**config.mk**
```make
export PLATFORM = sky130hd
export DESIGN_NAME = alu_wb_stage_flat
export DESIGN_NICKNAME = d
export VERILOG_FILES = /design/src/rtl/alu_pkg.sv /design/src/rtl/alu_wb_stage_if.sv /design/src/rtl/alu_wb_fifo2.sv /design/src/rtl/alu_wb_stage.sv /design/src/flat_wrapper.sv
export SDC_FILE = /design/constraint.sdc
export NUM_CORES = 1
export LEC_CHECK = 0
export ABC_AREA = 0
export BUFFER_PORTS_ARGS = -buffer_cell sky130_fd_sc_hd__buf_2
export CORE_MARGIN = 2
export CORE_UTILIZATION = 45
export DETAILED_ROUTE_END_ITERATION = 12
export HOLD_SLACK_MARGIN = 0.08
export PLACE_DENSITY = 0.74
export SLEW_MARGIN = 5
export SYNTH_ARGS = -nofsm -noshare
export SYNTH_HDL_FRONTEND = slang
export SYNTH_SLANG_ARGS = --single-unit
```
**constraint.sdc**
```tcl
create_clock -name clk -period 1.3 [get_ports clk]
set_input_delay 0.195 -clock clk [delete_from_list [all_inputs] [get_ports clk]]
set_output_delay 0.195 -clock clk [all_outputs]
set_load 0.01 [all_outputs]
```
**src/rtl/alu_pkg.sv**
```systemverilog
// rtl/alu_pkg.sv - opcode, flag index and queue entry definitions shared by the ALU writeback slice
package alu_pkg;

  typedef enum logic [3:0] {
    OP_SUM = 4'b0000,
    OP_SUB = 4'b0001,
    OP_INC = 4'b0010,
    OP_AND = 4'b0011,
    OP_OR  = 4'b0100,
    OP_XOR = 4'b0101,
    OP_NOT = 4'b0110,
    OP_SHL = 4'b0111,
    OP_SHR = 4'b1000,
    OP_SRA = 4'b1001
  } opcode_e;

  localparam int FLAG_N = 3;
  localparam int FLAG_Z = 2;
  localparam int FLAG_C = 1;
  localparam int FLAG_V = 0;

  // Result field sized for the widest supported ALU; narrower stages zero-extend.
  localparam int RESULT_W = 32;

  typedef struct packed {
    logic [RESULT_W-1:0] result;
    logic [3:0]          flags;
    logic                illegal;
  } entry_t;

  function automatic logic is_arith(input logic [3:0] sel);
    return (sel == OP_SUM) || (sel == OP_SUB);
  endfunction

  function automatic logic is_illegal(input logic [3:0] sel);
    return sel > OP_SRA;
  endfunction

endpackage

```
**src/rtl/alu_wb_stage_if.sv**
```systemverilog
// rtl/alu_wb_stage_if.sv - upstream/downstream handshake and status bundle of the writeback stage
interface alu_wb_stage_if #(
  parameter int N     = 4,
  parameter int CNT_W = 8
);
  logic             in_valid;
  logic             in_ready;
  logic [3:0]       in_select;
  logic [N-1:0]     in_result;
  logic             in_flag_carry;
  logic             in_flag_overflow;
  logic             in_flag_negative;
  logic             in_flag_zero;
  logic             out_valid;
  logic             out_ready;
  logic [N-1:0]     out_result;
  logic [3:0]       out_flags;
  logic             out_illegal;
  logic [3:0]       sticky_flags;
  logic             sticky_clr;
  logic [CNT_W-1:0] op_count;

  modport master (
    output in_valid, in_select, in_result, in_flag_carry, in_flag_overflow,
           in_flag_negative, in_flag_zero, out_ready, sticky_clr,
    input  in_ready, out_valid, out_result, out_flags, out_illegal,
           sticky_flags, op_count
  );

  modport slave (
    input  in_valid, in_select, in_result, in_flag_carry, in_flag_overflow,
           in_flag_negative, in_flag_zero, out_ready, sticky_clr,
    output in_ready, out_valid, out_result, out_flags, out_illegal,
           sticky_flags, op_count
  );
endinterface

```
**src/rtl/alu_wb_fifo2.sv**
```systemverilog
// rtl/alu_wb_fifo2.sv - two-entry in-order queue of writeback entries
module alu_wb_fifo2
  import alu_pkg::*;
(
  input  logic   clk,
  input  logic   rst_n,
  input  logic   push,
  input  logic   pop,
  input  entry_t din,
  output entry_t head,
  output logic   ready,
  output logic   valid
);
  localparam logic [1:0] EMPTY = 2'd0;
  localparam logic [1:0] ONE   = 2'd1;
  localparam logic [1:0] FULL  = 2'd2;

  logic [1:0] state;
  entry_t     mem0;
  entry_t     mem1;

  // mem0 is always the head; mem1 only holds the younger entry while FULL.
  always_ff @(posedge clk) begin
    if (!rst_n) begin
      state <= EMPTY;
      mem0  <= '0;
      mem1  <= '0;
    end else begin
      case (state)
        EMPTY: if (push) begin
          mem0  <= din;
          state <= ONE;
        end
        ONE: begin
          if (push && pop) begin
            mem0 <= din;
          end else if (push) begin
            mem1  <= din;
            state <= FULL;
          end else if (pop) begin
            state <= EMPTY;
          end
        end
        FULL: if (pop) begin
          mem0  <= mem1;
          state <= ONE;
        end
        default: state <= EMPTY;
      endcase
    end
  end

  assign head  = mem0;
  assign ready = (state != FULL);
  assign valid = (state != EMPTY);
endmodule

```
**src/rtl/alu_wb_stage.sv**
```systemverilog
// rtl/alu_wb_stage.sv - ALU writeback stage: flag masking, 2-deep queue, op counter, sticky flags
// Sticky flag register is built only when ALU_WB_STICKY_EN is defined.
module alu_wb_stage
  import alu_pkg::*;
#(
  parameter int N     = 4,
  parameter int CNT_W = 8
) (
  input logic           clk,
  input logic           rst_n,
  alu_wb_stage_if.slave bus
);
  entry_t           push_entry;
  entry_t           head;
  logic             push;
  logic             pop;
  logic             fifo_ready;
  logic             fifo_valid;
  logic [3:0]       masked;
  logic [CNT_W-1:0] count;

  // Carry/overflow are only meaningful for SUM/SUB, so they are dropped otherwise.
  always_comb begin
    masked                = '0;
    masked[FLAG_N]        = bus.in_flag_negative;
    masked[FLAG_Z]        = bus.in_flag_zero;
    masked[FLAG_C]        = bus.in_flag_carry & is_arith(bus.in_select);
    masked[FLAG_V]        = bus.in_flag_overflow & is_arith(bus.in_select);
    push_entry            = '0;
    push_entry.result     = RESULT_W'(bus.in_result);
    push_entry.flags      = masked;
    push_entry.illegal    = is_illegal(bus.in_select);
  end

  assign push = bus.in_valid && fifo_ready;
  assign pop  = fifo_valid && bus.out_ready;

  alu_wb_fifo2 u_fifo (
    .clk   (clk),
    .rst_n (rst_n),
    .push  (push),
    .pop   (pop),
    .din   (push_entry),
    .head  (head),
    .ready (fifo_ready),
    .valid (fifo_valid)
  );

  assign bus.in_ready    = fifo_ready;
  assign bus.out_valid   = fifo_valid;
  assign bus.out_result  = head.result[N-1:0];
  assign bus.out_flags   = head.flags;
  assign bus.out_illegal = head.illegal;

  logic unused_head_result;
  assign unused_head_result = ^head.result;

  always_ff @(posedge clk) begin
    if (!rst_n) begin
      count <= '0;
    end else if (push) begin
      count <= count + CNT_W'(1);
    end
  end
  assign bus.op_count = count;

`ifdef ALU_WB_STICKY_EN
  logic [3:0] sticky;

  // A push in the same cycle as a clear leaves exactly that push's flags.
  always_ff @(posedge clk) begin
    if (!rst_n) begin
      sticky <= '0;
    end else if (push) begin
      sticky <= (bus.sticky_clr ? 4'b0000 : sticky) | masked;
    end else if (bus.sticky_clr) begin
      sticky <= '0;
    end
  end
  assign bus.sticky_flags = sticky;
`else
  logic unused_sticky_clr;
  assign unused_sticky_clr = bus.sticky_clr;
  assign bus.sticky_flags  = '0;
`endif
endmodule
```
**src/flat_wrapper.sv**
```systemverilog
// flat-port wrapper written by rule: the top's interface ports become plain ports
module alu_wb_stage_flat import alu_pkg::*;
#(
  parameter int N     = 4,
  parameter int CNT_W = 8
)
  (clk, rst_n, bus_in_valid, bus_in_select, bus_in_result, bus_in_flag_carry, bus_in_flag_overflow, bus_in_flag_negative, bus_in_flag_zero, bus_out_ready, bus_sticky_clr, bus_in_ready, bus_out_valid, bus_out_result, bus_out_flags, bus_out_illegal, bus_sticky_flags, bus_op_count);
  alu_wb_stage_if #(.N(N), .CNT_W(CNT_W)) bus_i ();
  input logic clk;
  input logic rst_n;
  input wire logic [$bits(bus_i.in_valid)-1:0] bus_in_valid;
  input wire logic [$bits(bus_i.in_select)-1:0] bus_in_select;
  input wire logic [$bits(bus_i.in_result)-1:0] bus_in_result;
  input wire logic [$bits(bus_i.in_flag_carry)-1:0] bus_in_flag_carry;
  input wire logic [$bits(bus_i.in_flag_overflow)-1:0] bus_in_flag_overflow;
  input wire logic [$bits(bus_i.in_flag_negative)-1:0] bus_in_flag_negative;
  input wire logic [$bits(bus_i.in_flag_zero)-1:0] bus_in_flag_zero;
  input wire logic [$bits(bus_i.out_ready)-1:0] bus_out_ready;
  input wire logic [$bits(bus_i.sticky_clr)-1:0] bus_sticky_clr;
  output wire logic [$bits(bus_i.in_ready)-1:0] bus_in_ready;
  output wire logic [$bits(bus_i.out_valid)-1:0] bus_out_valid;
  output wire logic [$bits(bus_i.out_result)-1:0] bus_out_result;
  output wire logic [$bits(bus_i.out_flags)-1:0] bus_out_flags;
  output wire logic [$bits(bus_i.out_illegal)-1:0] bus_out_illegal;
  output wire logic [$bits(bus_i.sticky_flags)-1:0] bus_sticky_flags;
  output wire logic [$bits(bus_i.op_count)-1:0] bus_op_count;
  assign bus_i.in_valid = bus_in_valid;
  assign bus_i.in_select = bus_in_select;
  assign bus_i.in_result = bus_in_result;
  assign bus_i.in_flag_carry = bus_in_flag_carry;
  assign bus_i.in_flag_overflow = bus_in_flag_overflow;
  assign bus_i.in_flag_negative = bus_in_flag_negative;
  assign bus_i.in_flag_zero = bus_in_flag_zero;
  assign bus_i.out_ready = bus_out_ready;
  assign bus_i.sticky_clr = bus_sticky_clr;
  assign bus_in_ready = bus_i.in_ready;
  assign bus_out_valid = bus_i.out_valid;
  assign bus_out_result = bus_i.out_result;
  assign bus_out_flags = bus_i.out_flags;
  assign bus_out_illegal = bus_i.out_illegal;
  assign bus_sticky_flags = bus_i.sticky_flags;
  assign bus_op_count = bus_i.op_count;
  alu_wb_stage #(.N(N), .CNT_W(CNT_W)) u_core (.clk(clk), .rst_n(rst_n), .bus(bus_i));
endmodule
```
Word-level counts from Yosys, hierarchy flattened --
Index checks and enable logic that the tools add are counted.
Word-level totals: flip-flop bits (word level) 28, output and inout port bits 23, word-level logic and storage cells 43, input port bits 17
Cells by class: muxes and demuxes 10, equal/unequal tests 9, add/sub/neg operators 1, reduce and logical (&&, ||, !) cells 11, bitwise logic cells 3, order comparisons 1
Operator list (number):
- 9-bit 2-to-1 mux | 3
- 9-bit one-hot mux with 3 select lines | 1
- 2-bit 2-to-1 mux | 5
- 2-bit != test, second input constant | 5
- 8-bit by 1-bit adder with 8-bit output, second input constant | 1
- 4-bit AND reduction | 2
- 2-bit one-hot mux with 3 select lines | 1
- 4-bit by 1-bit == test with 1-bit output, second input constant | 1
- 4-bit > comparator, second input constant | 1
- 4-bit zero test | 1
- 1-bit logical AND | 3
- 3-bit != test, second input constant | 1
- 3-bit AND reduction | 1
- 3-bit nonzero test | 1
- 1-bit bitwise AND | 2
- 2-bit by 1-bit == test with 1-bit output, second input constant | 1
- 2-bit == test, second input constant | 1
- 2-bit zero test | 1
- 2-bit nonzero test | 1
- 1-bit logical OR | 1
- 1-bit inverter | 1

Depth between registers and ports, before layout --
Gate-level depths: netlist of the first run.
depth after elaboration 6, mapped depth 5, mapped depth without buffers 4

Hierarchy --
Synthesis of the first run repeated with hierarchy kept, for this count alone.
Unflattened totals: cells, all modules 403, area total of the unflattened synthesis 3793.6 um^2
By module, submodules not included:
- alu_wb_fifo2 | seq. area each 1521.5 um^2, cells each 352, instances 1, area an instance 3378.2 um^2
- alu_wb_stage | seq. area each 160.2 um^2, cells each 51, instances 1, area an instance 415.4 um^2

Worst setup path before layout of the first run --
No wires, ideal clock.
kind reg-to-reg, start point register u_core.count[0] (netlist: u_core.bus.op_count[0]), end point register u_core.count[2] (netlist: u_core.bus.op_count[2]), setup slack -0.002 ns, stages on the path, launching flop included 5, clock period less this slack 1.302 ns, buffers on the path 0, data arrival time 1.232 ns, data required time 1.230 ns, library setup time 0.070 ns, path through dfxtp_1 -> ha_1 -> inv_1 -> or4_1 -> a21oi_1
Between the ends: cells in the longest elaborated chain, start to end 1
Ends and longest elaborated chain:
- start: declaration | RTL line alu_wb_stage.sv:20 | logic [CNT_W-1:0] count;
- start signal: assignment | RTL line alu_wb_stage.sv:62 | count <= count + CNT_W'(1);
- 8-bit by 1-bit adder with 8-bit output | RTL line alu_wb_stage.sv:62
No other way between the ends. A chain may end at the register's enable or synchronous reset.

Worst setup path after layout of the first run --
start point register u_core.u_fifo.state[0], end point register u_core.u_fifo.mem0 (netlist bit u_core.u_fifo.head[8])
Between the ends: cells in the longest elaborated chain, start to end 5, elaborated cells between the ends (all ways) 14, those cells by class eq/ne (6); mux (1); reduce/logical (7)
Ends and longest elaborated chain:
- start: declaration | RTL line alu_wb_fifo2.sv:18 | logic [1:0] state;
- start signal: assignment | RTL line alu_wb_fifo2.sv:25 | state <= EMPTY;
- start signal: assignment | RTL line alu_wb_fifo2.sv:32 | state <= ONE;
- start signal: assignment | RTL line alu_wb_fifo2.sv:39 | state <= FULL;
- 2-bit != test / 2-bit nonzero test (equally long branches) | RTL line alu_wb_fifo2.sv:54, alu_wb_fifo2.sv:55
- 1-bit logical AND (on tied branches) | RTL line alu_wb_stage.sv:35, alu_wb_stage.sv:36
- 1-bit logical AND | RTL line alu_wb_fifo2.sv:35 | if (push && pop) begin
- 2-bit != test (no source line)
- 4-bit AND reduction (no source line)
- end signal: assignment | RTL line alu_wb_fifo2.sv:31 | mem0 <= din;
- end signal: assignment | RTL line alu_wb_fifo2.sv:36 | mem0 <= din;
- end signal: assignment | RTL line alu_wb_fifo2.sv:45 | mem0 <= mem1;
- end: declaration | RTL line alu_wb_fifo2.sv:19 | entry_t mem0;
Parallel ways exist; a longest one is shown, timed or not.

==> results of run 1 <==
-- worst max-delay path, stage by stage (launching register included) --
cell and delay, ns:
dfxtp_4 0.38, buf_12 0.12, nor2b_4 0.13, buf_4 0.20, buf_6 0.16, nand2_1 0.08
a311oi_2 0.24
-- cells by family after synthesis --
kind of cell	after synthesis	synth area share, %
AOI/OAI and AO/OA	40	19.5
adders and majority gates	1	0.907
buffers and inverters	21	9.44
DFF	28	40.7
muxes	5	3.63
other	1	0.272
and+or+nand+nor	70	25.6
-- worst paths after layout --
| check | from | to | slack (ns) | cells past startpoint |
|---|---|---|---|---|
| min | bus_in_result[1] | u_core.u_fifo.mem1[6]$_SDFFE_PN0P_ | 0.11 | 3 |
| min reg2reg | u_core.u_fifo.mem1[2]$_SDFFE_PN0P_ | u_core.u_fifo.mem1[2]$_SDFFE_PN0P_ | 0.47 | 2 |
| max reg2reg | u_core.u_fifo.state[0]$_SDFFE_PN0P_ | u_core.u_fifo.head[8]$_SDFFE_PN0P_ | -0.1 | 6 |
| max | u_core.u_fifo.state[0]$_SDFFE_PN0P_ | u_core.u_fifo.head[8]$_SDFFE_PN0P_ | -0.1 | 6 |
-- power by group through the flow --
stage / clock network [W] / logic, W / registers, W
floorplan: 0 / 0.000155 / 0.000956
global placement: 0 / 0.000255 / 0.000939
detailed placement: 0 / 0.000264 / 0.000941
CTS: 0.000356 / 0.000297 / 0.000921
global route: 0.000387 / 0.000352 / 0.000927
finish: 0.000344 / 0.000320 / 0.000922
-- routing by layer --
layer  track usage [%]  vias up  share of wire, %  wire, um
met5                 0        -                 0         0
met4              6.17        0              0.37        12
met3              3.71        4               5.3       172
met2              34.5       38                54      1750
met1              22.1      619                41      1340
li1                  -      656                 -         -
-- layout make-up --
class                   instances  area share, %
clock buffers                   3           1.28
inverters                       4           1.07
repair buffers                 48           18.4
multi-input cells             120           44.6
flip-flops and latches         28           32.3
well taps                      33           2.35
-- layout by cell type (no fill, tap or decap), drive strengths merged, types with 2 or more instances in the layout --
cell type,netlist,layout
clkbuf,7,3
a211oi,9,9
o21ai,3,3
o21a,2,2
nand3,2,2
dfxtp,28,28
nand2b,5,5
o31ai,2,2
or4,2,2
inv,4,3
nor4,4,4
a21oi,14,14
a311oi,9,9
conb,1,4
nor4b,2,2
nand4,2,2
nand2,43,43
buf,10,48
mux2i,5,5
-- sequential cells by signal (all words and copies together) (netlist names) --
register / cells
u_core.u_fifo.head: 9
u_core.u_fifo.mem1: 9
u_core.bus.op_count: 8
u_core.u_fifo.state: 2
-- synth_stat cells --
cell type,count
a211oi_1,9
a21o_1,1
a21oi_1,14
a311oi_1,9
and2_1,1
and2b_1,1
and3b_1,1
and4bb_2,1
buf_2,2
buf_4,4
buf_6,4
clkbuf_1,6
clkbuf_4,1
conb_1,1
dfxtp_1,28
ha_1,1
inv_1,4
mux2i_1,5
nand2_1,43
nand2b_1,5
nand3_1,2
nand4_1,2
nand4bb_1,1
nor2_1,1
nor2b_2,1
nor4_1,4
nor4b_1,2
o21a_1,2
o21ai_0,1
o21ai_1,2
o31ai_1,2
or2_2,1
or3_1,1
or3b_1,1
or4_1,2
-- what timing repair did --
item / in CTS / in global routing
resized for setup: 13 / 14
buffers inserted: 4 / 1
pin swaps: 3 / 0
gates cloned: 0 / 0
setup endpoints to repair: 15 / 19
-- metrics by stage --
step / power, W / instances / setup TNS (ns) / hold WS, ns
6_report: 0.00159 / 236 / -0.825 / 0.113
5_1_grt: 0.00167 / 236 / -1.83 / 0.101
4_1_cts: 0.00157 / 236 / -0.352 / 0.105
3_5_place_dp: 0.00121 / 229 / -0.361 / 0.446
3_3_place_gp: 0.00119 / 229 / -0.0277 / 0.441
2_1_floorplan: 0.00111 / 169 / 0 / 0.331
==> metrics.txt, run 1 <==
post-synth top area share 40.7%; CP max FO 9; Net Sw Power 0.000427 W; top-level I/O count 40; Routability Congestion 0.760; Clock power frac 21.7%; FF/Latch Area 568 sq um; initial antenna violation count 0; Tcrit/Tclk final 108%; Max Slew Vio Count 0; syn_area_per_cell 8.31 sq um; Multi-input gate area 783 sq um; startpoint types register; setup slack after layout -0.0983 ns; Critical Path End Type register; Synthesis Warnings 0; detailed-route DRC error count 0; Worst Setup Path Type reg -> reg; maximum vdd drop 518 uV; Peak Freq 715 MHz; count of final setup violators 14; clock buffer depth 2; CORE AREA 2980 sq um; vias in the first global route 1,175; Leakage 0.691 nW; CTS H-tree depth 1; GRT Residual Overflow 0; Die W 59.4 um; Worst EP arrival 1.63 ns; first-pass GRT wire length 5170 um; Synth area leaders dfxtp_1 (41%), nand2_1 (12%), a311oi_1 (5.7%); Yosys cell types 35; IO buf count 33; Final Hold Fails 0; internal power 0.00116 W; design area 1760 sq um; wire per inst 13.9 um; Power Density 903 nW/um^2; Post-DRT Antenna Nets 0; HPWL after detailed placement 2330 um; combinational fraction of design power 20.2%; clk_skew 0.000803 ns; Tmin final 1.40 ns; failing checks negative setup slack; post-synth design cell area 1380 sq um; Num Clock Sinks 28; share of layout cells above drive strength 1 35.5%; Reg clk slew, reported paths 0.14 ns; sequential group share of total power 58.1%; fin nets 223; Fill cells 291; Die H 59.4 um; placed cell area 1580 sq um; Yosys reg bits 28; gr usage total 19.0%; status finished with violations; RSZ-0062 raised after global routing yes; CTS root buffer clkbuf_4; final wirelength 3280 um; DIE AREA 3520 sq um; max cap viols 0; Initial Utilization 46.3%; TritonCTS clock tree built; Area Overhead vs Synth 27.4%; sequential area share after synthesis 40.7%; DR pass1 iterations 4; pre-CTS WS -0.0669 ns; # hold bufs at CTS 0; final core occ 59.0%; worst-skew pair later-pin latency 0.31 ns; vias per cell 5.58; worst endpoint required time 1.54 ns; Rows 20; initial detailed-routing violation count 41; Switching Share 26.9%; Cells after Synth 166; pin count of the biggest net entering global routing 19; vias 1,317; Antenna Cells 0; area leader, netlist dfxtp_1; Inserted Clock Buffers 3; Tightest Hold Check Type in -> reg
(Power assumes the default switching activity.)
==> run 2: changes to the inputs <==
- PLACE_DENSITY: 0.74 -> 0.8
==> run 2 against run 1 <==
  * The run still ends with negative setup slack left
  * Sequential share of layout area is 3.2 points lower
  * First-iteration DRC count increased by 76%
  * Maximum frequency increased by 2.7%
  * Die area stayed put
  * Critical path depth fell by 3
  * Highest routed layer unchanged
  * Via count rose by 4.3%
  * Critical endpoint is now bus_out_valid
  * Clock power is 67% higher
==> metrics.txt, run 2 (same netlist as run 1, synthesis figures left out) <==
commonest non-fill, non-tap cells in the layout nand2_1 (43), buf_2 (31), dfxtp_1 (23); pin count of the biggest net entering global routing 17; Post-DRT Antenna Nets 0; Antenna Cells 0; Worst Setup Path Type reg -> out; CTS H-tree depth 1; RSZ-0062 raised after global routing yes; clk_skew 0.00814 ns; fin nets 234; design area 1950 sq um; Leakage 0.769 nW; Rows 20; top-level I/O count 40; Tcrit/Tclk final 105%; Critical Path End Type primary output; vias per cell 5.54; initial antenna violation count 0; first-pass GRT wire length 5070 um; TritonCTS clock tree built; CTS root buffer clkbuf_4; Max Slew Vio Count 0; clock buffer depth 2; initial detailed-routing violation count 72; vias 1,374; IO buf count 33; Tot Pwr 0.00186 W; Worst Hold Margin 0.0923 ns; worst-skew pair later-pin latency 0.34 ns; Routability Congestion 0.757; internal power 0.00139 W; DIE AREA 3520 sq um; Net Sw Power 0.000470 W; wire per inst 14.0 um; Switching Share 25.3%; Peak Freq 735 MHz; most common cell after layout, fill and taps aside nand2_1; Area Overhead vs Synth 41.7%; pre-CTS WS -0.0354 ns; Die W 59.4 um; Initial Utilization 46.3%; Inserted Clock Buffers 3; CP max FO 5; Num Clock Sinks 28; count of final setup violators 3; CORE AREA 2980 sq um; combinational fraction of design power 18.8%; startpoint types register; GRT Residual Overflow 0; Power Density 951 nW/um^2; setup slack after layout -0.0614 ns; max cap viols 0; gr usage total 18.7%; Tmin final 1.36 ns; Worst EP arrival 1.17 ns; sequential group share of total power 50.2%; vias in the first global route 1,093; worst endpoint required time 1.11 ns; final wirelength 3480 um; failing checks negative setup slack; status finished with violations; share of layout cells above drive strength 1 42.8%; HPWL after detailed placement 2000 um; Reg clk slew, reported paths 0.15 ns; Tightest Hold Check Type in -> reg; detailed-route DRC error count 0; placed cell area 1600 sq um; Final Hold Fails 0; DR pass1 iterations 5; Clock power frac 31.0%; maximum vdd drop 476 uV; Die H 59.4 um; final core occ 65.6%
run 2: changes by cell type in the layout (fill, tap and decap cells not counted), sizes merged:
cell	delta
a21o	+1
buf	+7
bufinv	+1
clkbuf	+1
clkinvlp	-1
dlygate4sd3	+2
inv	+1
run 2: power groups by stage:
stage | clock network, W | logic [W] | registers, W
2_1_floorplan | 0 | 0.000155 | 0.000956
3_3_place_gp | 0 | 0.000260 | 0.000939
3_5_place_dp | 0 | 0.000264 | 0.000941
4_1_cts | 0.000579 | 0.000299 | 0.000922
5_1_grt | 0.000629 | 0.000378 | 0.000936
6_report | 0.000576 | 0.000350 | 0.000932
run 2: final cells by class:
type	instances	area (sq um)
fillers	224	1020
multi-input cells	121	853
flip-flops and latches	28	569
repair buffers	58	419
well taps	33	41.3
clock inverters	1	30.0
clock buffers	3	22.5
inverters	4	17.5
run 2: per-stage QoR:
stage | instances | TNS (ns)
detailed placement | 232 | -0.0354
CTS | 241 | -0.0719
finish | 248 | -0.114
global placement | 232 | 0
global route | 248 | -0.650
floorplan | 169 | 0
run 2: worst paths after layout:
| check | start | endpoint | slack (ns) | depth (start not counted) |
|---|---|---|---|---|
| setup / recovery | u_core.u_fifo.state[1]$_SDFFE_PN0P_ | bus_out_valid | -0.06 | 3 |
| hold / removal | bus_in_result[2] | u_core.u_fifo.mem1[7]$_SDFFE_PN0P_ | 0.09 | 3 |
| hold reg to reg | u_core.u_fifo.mem1[8]$_SDFFE_PN0P_ | u_core.u_fifo.mem1[8]$_SDFFE_PN0P_ | 0.47 | 2 |
| setup reg to reg | u_core.u_fifo.state[0]$_SDFFE_PN0P_ | u_core.u_fifo.head[2]$_SDFFE_PN0P_ | -0.04 | 5 |
run 2: layer usage:
layer  share of wire [%]  track usage, %  vias to the layer above  wire [um]
met5                   0               0                        -          0
met1                  43            25.9                      642       1490
met4                 1.1            5.84                        0         38
li1                    -               -                      684          -
met3                 5.5            2.84                        4        193
met2                  51            30.0                       44       1760
run 2: worst max-delay path: stages (launching register included):
cell and delay (ns):
dfxtp_2 0.37, buf_6 0.11, or2_4 0.23, buf_6 0.12
run 2: timing repair:
| item | CTS | global route |
|---|---|---|
| endpoints found under the setup margin | 13 | 16 |
| hold buffers | 0 | 2 |
| gates cloned | 0 | 2 |
| setup buffers | 5 | 3 |
| resized for setup | 21 | 22 |
| pin swaps | 4 | 17 |
| endpoints found under the hold margin | 0 | 2 |
==> run 3: changes to the inputs <==
- CELL_PAD_IN_SITES_DETAIL_PLACEMENT: default -> 1
- CELL_PAD_IN_SITES_GLOBAL_PLACEMENT: default -> 1
- CORE_UTILIZATION: 45 -> 33
==> run 3 against run 2 <==
  * The flow still finishes with violations (negative setup slack)
  * Clock power decreased by 4.9%
  * Final cell count increased by 4.8%
  * Register-to-register slack got worse by 0.07 ns
  * Worst setup slack got worse by 0.051 ns
  * Flip-flop and latch count unchanged
  * Maximum frequency decreased by 3.6%
  * Hold slack improved by 0.069 ns
==> metrics.txt, run 3 (same netlist as run 1, synthesis figures left out) <==
RSZ-0062 raised after global routing yes; clock buffer depth 2; DIE AREA 4710 sq um; Routability Congestion 0.778; Worst Setup Path Type reg -> reg; DR pass1 iterations 4; vias in the first global route 1,368; Num Clock Sinks 28; Tcrit/Tclk final 109%; Switching Share 26.5%; clk_skew 0.00166 ns; Peak Freq 708 MHz; Crit path max-delay family simple AND/OR/NAND/NOR gates; CORE AREA 4000 sq um; combinational fraction of design power 17.6%; gr usage total 18.8%; max incr delay on CP 0.42 ns; count of final setup violators 13; sequential group share of total power 51.8%; Tightest Hold Check Type in -> reg; status finished with violations; worst-skew pair later-pin latency 0.28 ns; Clock power frac 30.7%; initial detailed-routing violation count 54; detailed-route DRC error count 0; Net Sw Power 0.000473 W; Worst EP arrival 1.63 ns; slowest CP cell or4_4; pin count of the biggest net entering global routing 23; Tmin final 1.41 ns; Fill cells 496; Final Hold Fails 0; Area Overhead vs Synth 31.9%; Die H 68.6 um; Initial Utilization 34.5%; crit-path cells nor2b_4, buf_12, buf_4, or4_4, a21oi_2; TritonCTS clock tree built; setup slack after layout -0.113 ns; HPWL after detailed placement 2750 um; vias 1,346; CTS root buffer clkbuf_8; # hold bufs at CTS 0; GRT Residual Overflow 0; first-pass GRT wire length 6530 um; Max Slew Vio Count 0; Rows 23; startpoint types register; Post-DRT Antenna Nets 0; top-level I/O count 40; failing checks negative setup slack; Antenna Cells 0; initial antenna violation count 0; fin nets 229; worst endpoint required time 1.51 ns; Reg clk slew, reported paths 0.09 ns; design area 1820 sq um; final wirelength 4070 um; internal power 0.00131 W; most common cell after layout, fill and taps aside nand2_1; CP max FO 9; maximum vdd drop 431 uV; placed cell area 1650 sq um; Leakage 0.729 nW; Inserted Clock Buffers 3; Tot Pwr 0.00179 W; share of layout cells above drive strength 1 35.7%; max cap viols 0; Die W 68.6 um; CTS H-tree depth 1; pre-CTS WS -0.114 ns; IO buf count 33; wire per inst 15.6 um; CP bufs+invs 2; vias per cell 5.18; Worst Hold Margin 0.162 ns; Power Density 982 nW/um^2; Critical Path End Type register; commonest non-fill, non-tap cells in the layout nand2_1 (43), buf_2 (31), dfxtp_1 (23)
[run 3: changes by cell type in the layout (fill, tap and decap cells not counted), sizes merged]
cell,delta
a21o,-1
buf,-1
bufinv,-1
clkinvlp,+1
dlygate4sd3,-2
inv,-1
[run 3: layout make-up]
cell class / instances / area (sq um) / area share (%)
clock buffers: 4 / 55.1 / 3.03
inverters: 4 / 18.8 / 1.03
multi-input cells: 120 / 762 / 41.9
flip-flops and latches: 28 / 569 / 31.3
well taps: 50 / 62.6 / 3.44
repair buffers: 54 / 352 / 19.3
[run 3: worst paths after layout]
check	from	to	slack (ns)	depth (start not counted)
worst max-delay path	u_core.u_fifo.state[1]$_SDFFE_PN0P_	u_core.bus.op_count[2]$_SDFFE_PN0P_	-0.11	5
worst min-delay path	bus_in_result[1]	u_core.u_fifo.mem1[6]$_SDFFE_PN0P_	0.16	3
worst max register to register	u_core.u_fifo.state[1]$_SDFFE_PN0P_	u_core.bus.op_count[2]$_SDFFE_PN0P_	-0.11	5
worst min register to register	u_core.u_fifo.mem1[5]$_SDFFE_PN0P_	u_core.u_fifo.mem1[5]$_SDFFE_PN0P_	0.46	2
[run 3: timing repair]
item | CTS | global route
gates resized for setup | 12 | 9
endpoints found under the setup margin | 18 | 20
pin swaps | 1 | 3
setup buffers | 3 | 0
[run 3: power groups by stage]
stage | Sequential (W) | Combinational, W | Clock, W
floorplan | 0.000956 | 0.000155 | 0
global placement | 0.000941 | 0.000274 | 0
detailed placement | 0.000944 | 0.000285 | 0
CTS | 0.000926 | 0.000301 | 0.000555
global route | 0.000931 | 0.000349 | 0.000586
finish | 0.000925 | 0.000314 | 0.000548
[run 3: per-layer routing]
metal	GRT usage, %	vias to the layer above	part of all wire [%]
met4	8.50	0	1.6
li1	-	667	-
met2	33.5	21	55
met1	22.0	653	41
met3	2.92	5	3.0
met5	0	-	0
[run 3: through the flow]
stage          std cells  TNS, ns  utilization, %
2_1_floorplan        169        0               -
3_3_place_gp         253   -0.479            41.3
3_5_place_dp         253   -0.949            41.3
4_1_cts              260   -0.211            44.5
5_1_grt              260    -1.58            45.5
6_report             260   -0.520            45.5
[run 3: worst register-to-register path, stage by stage (launching register included)]
cell	delay, ns
dfxtp_4	0.37
nor2b_4	0.13
buf_12	0.13
buf_4	0.15
or4_4	0.42
a21oi_2	0.14
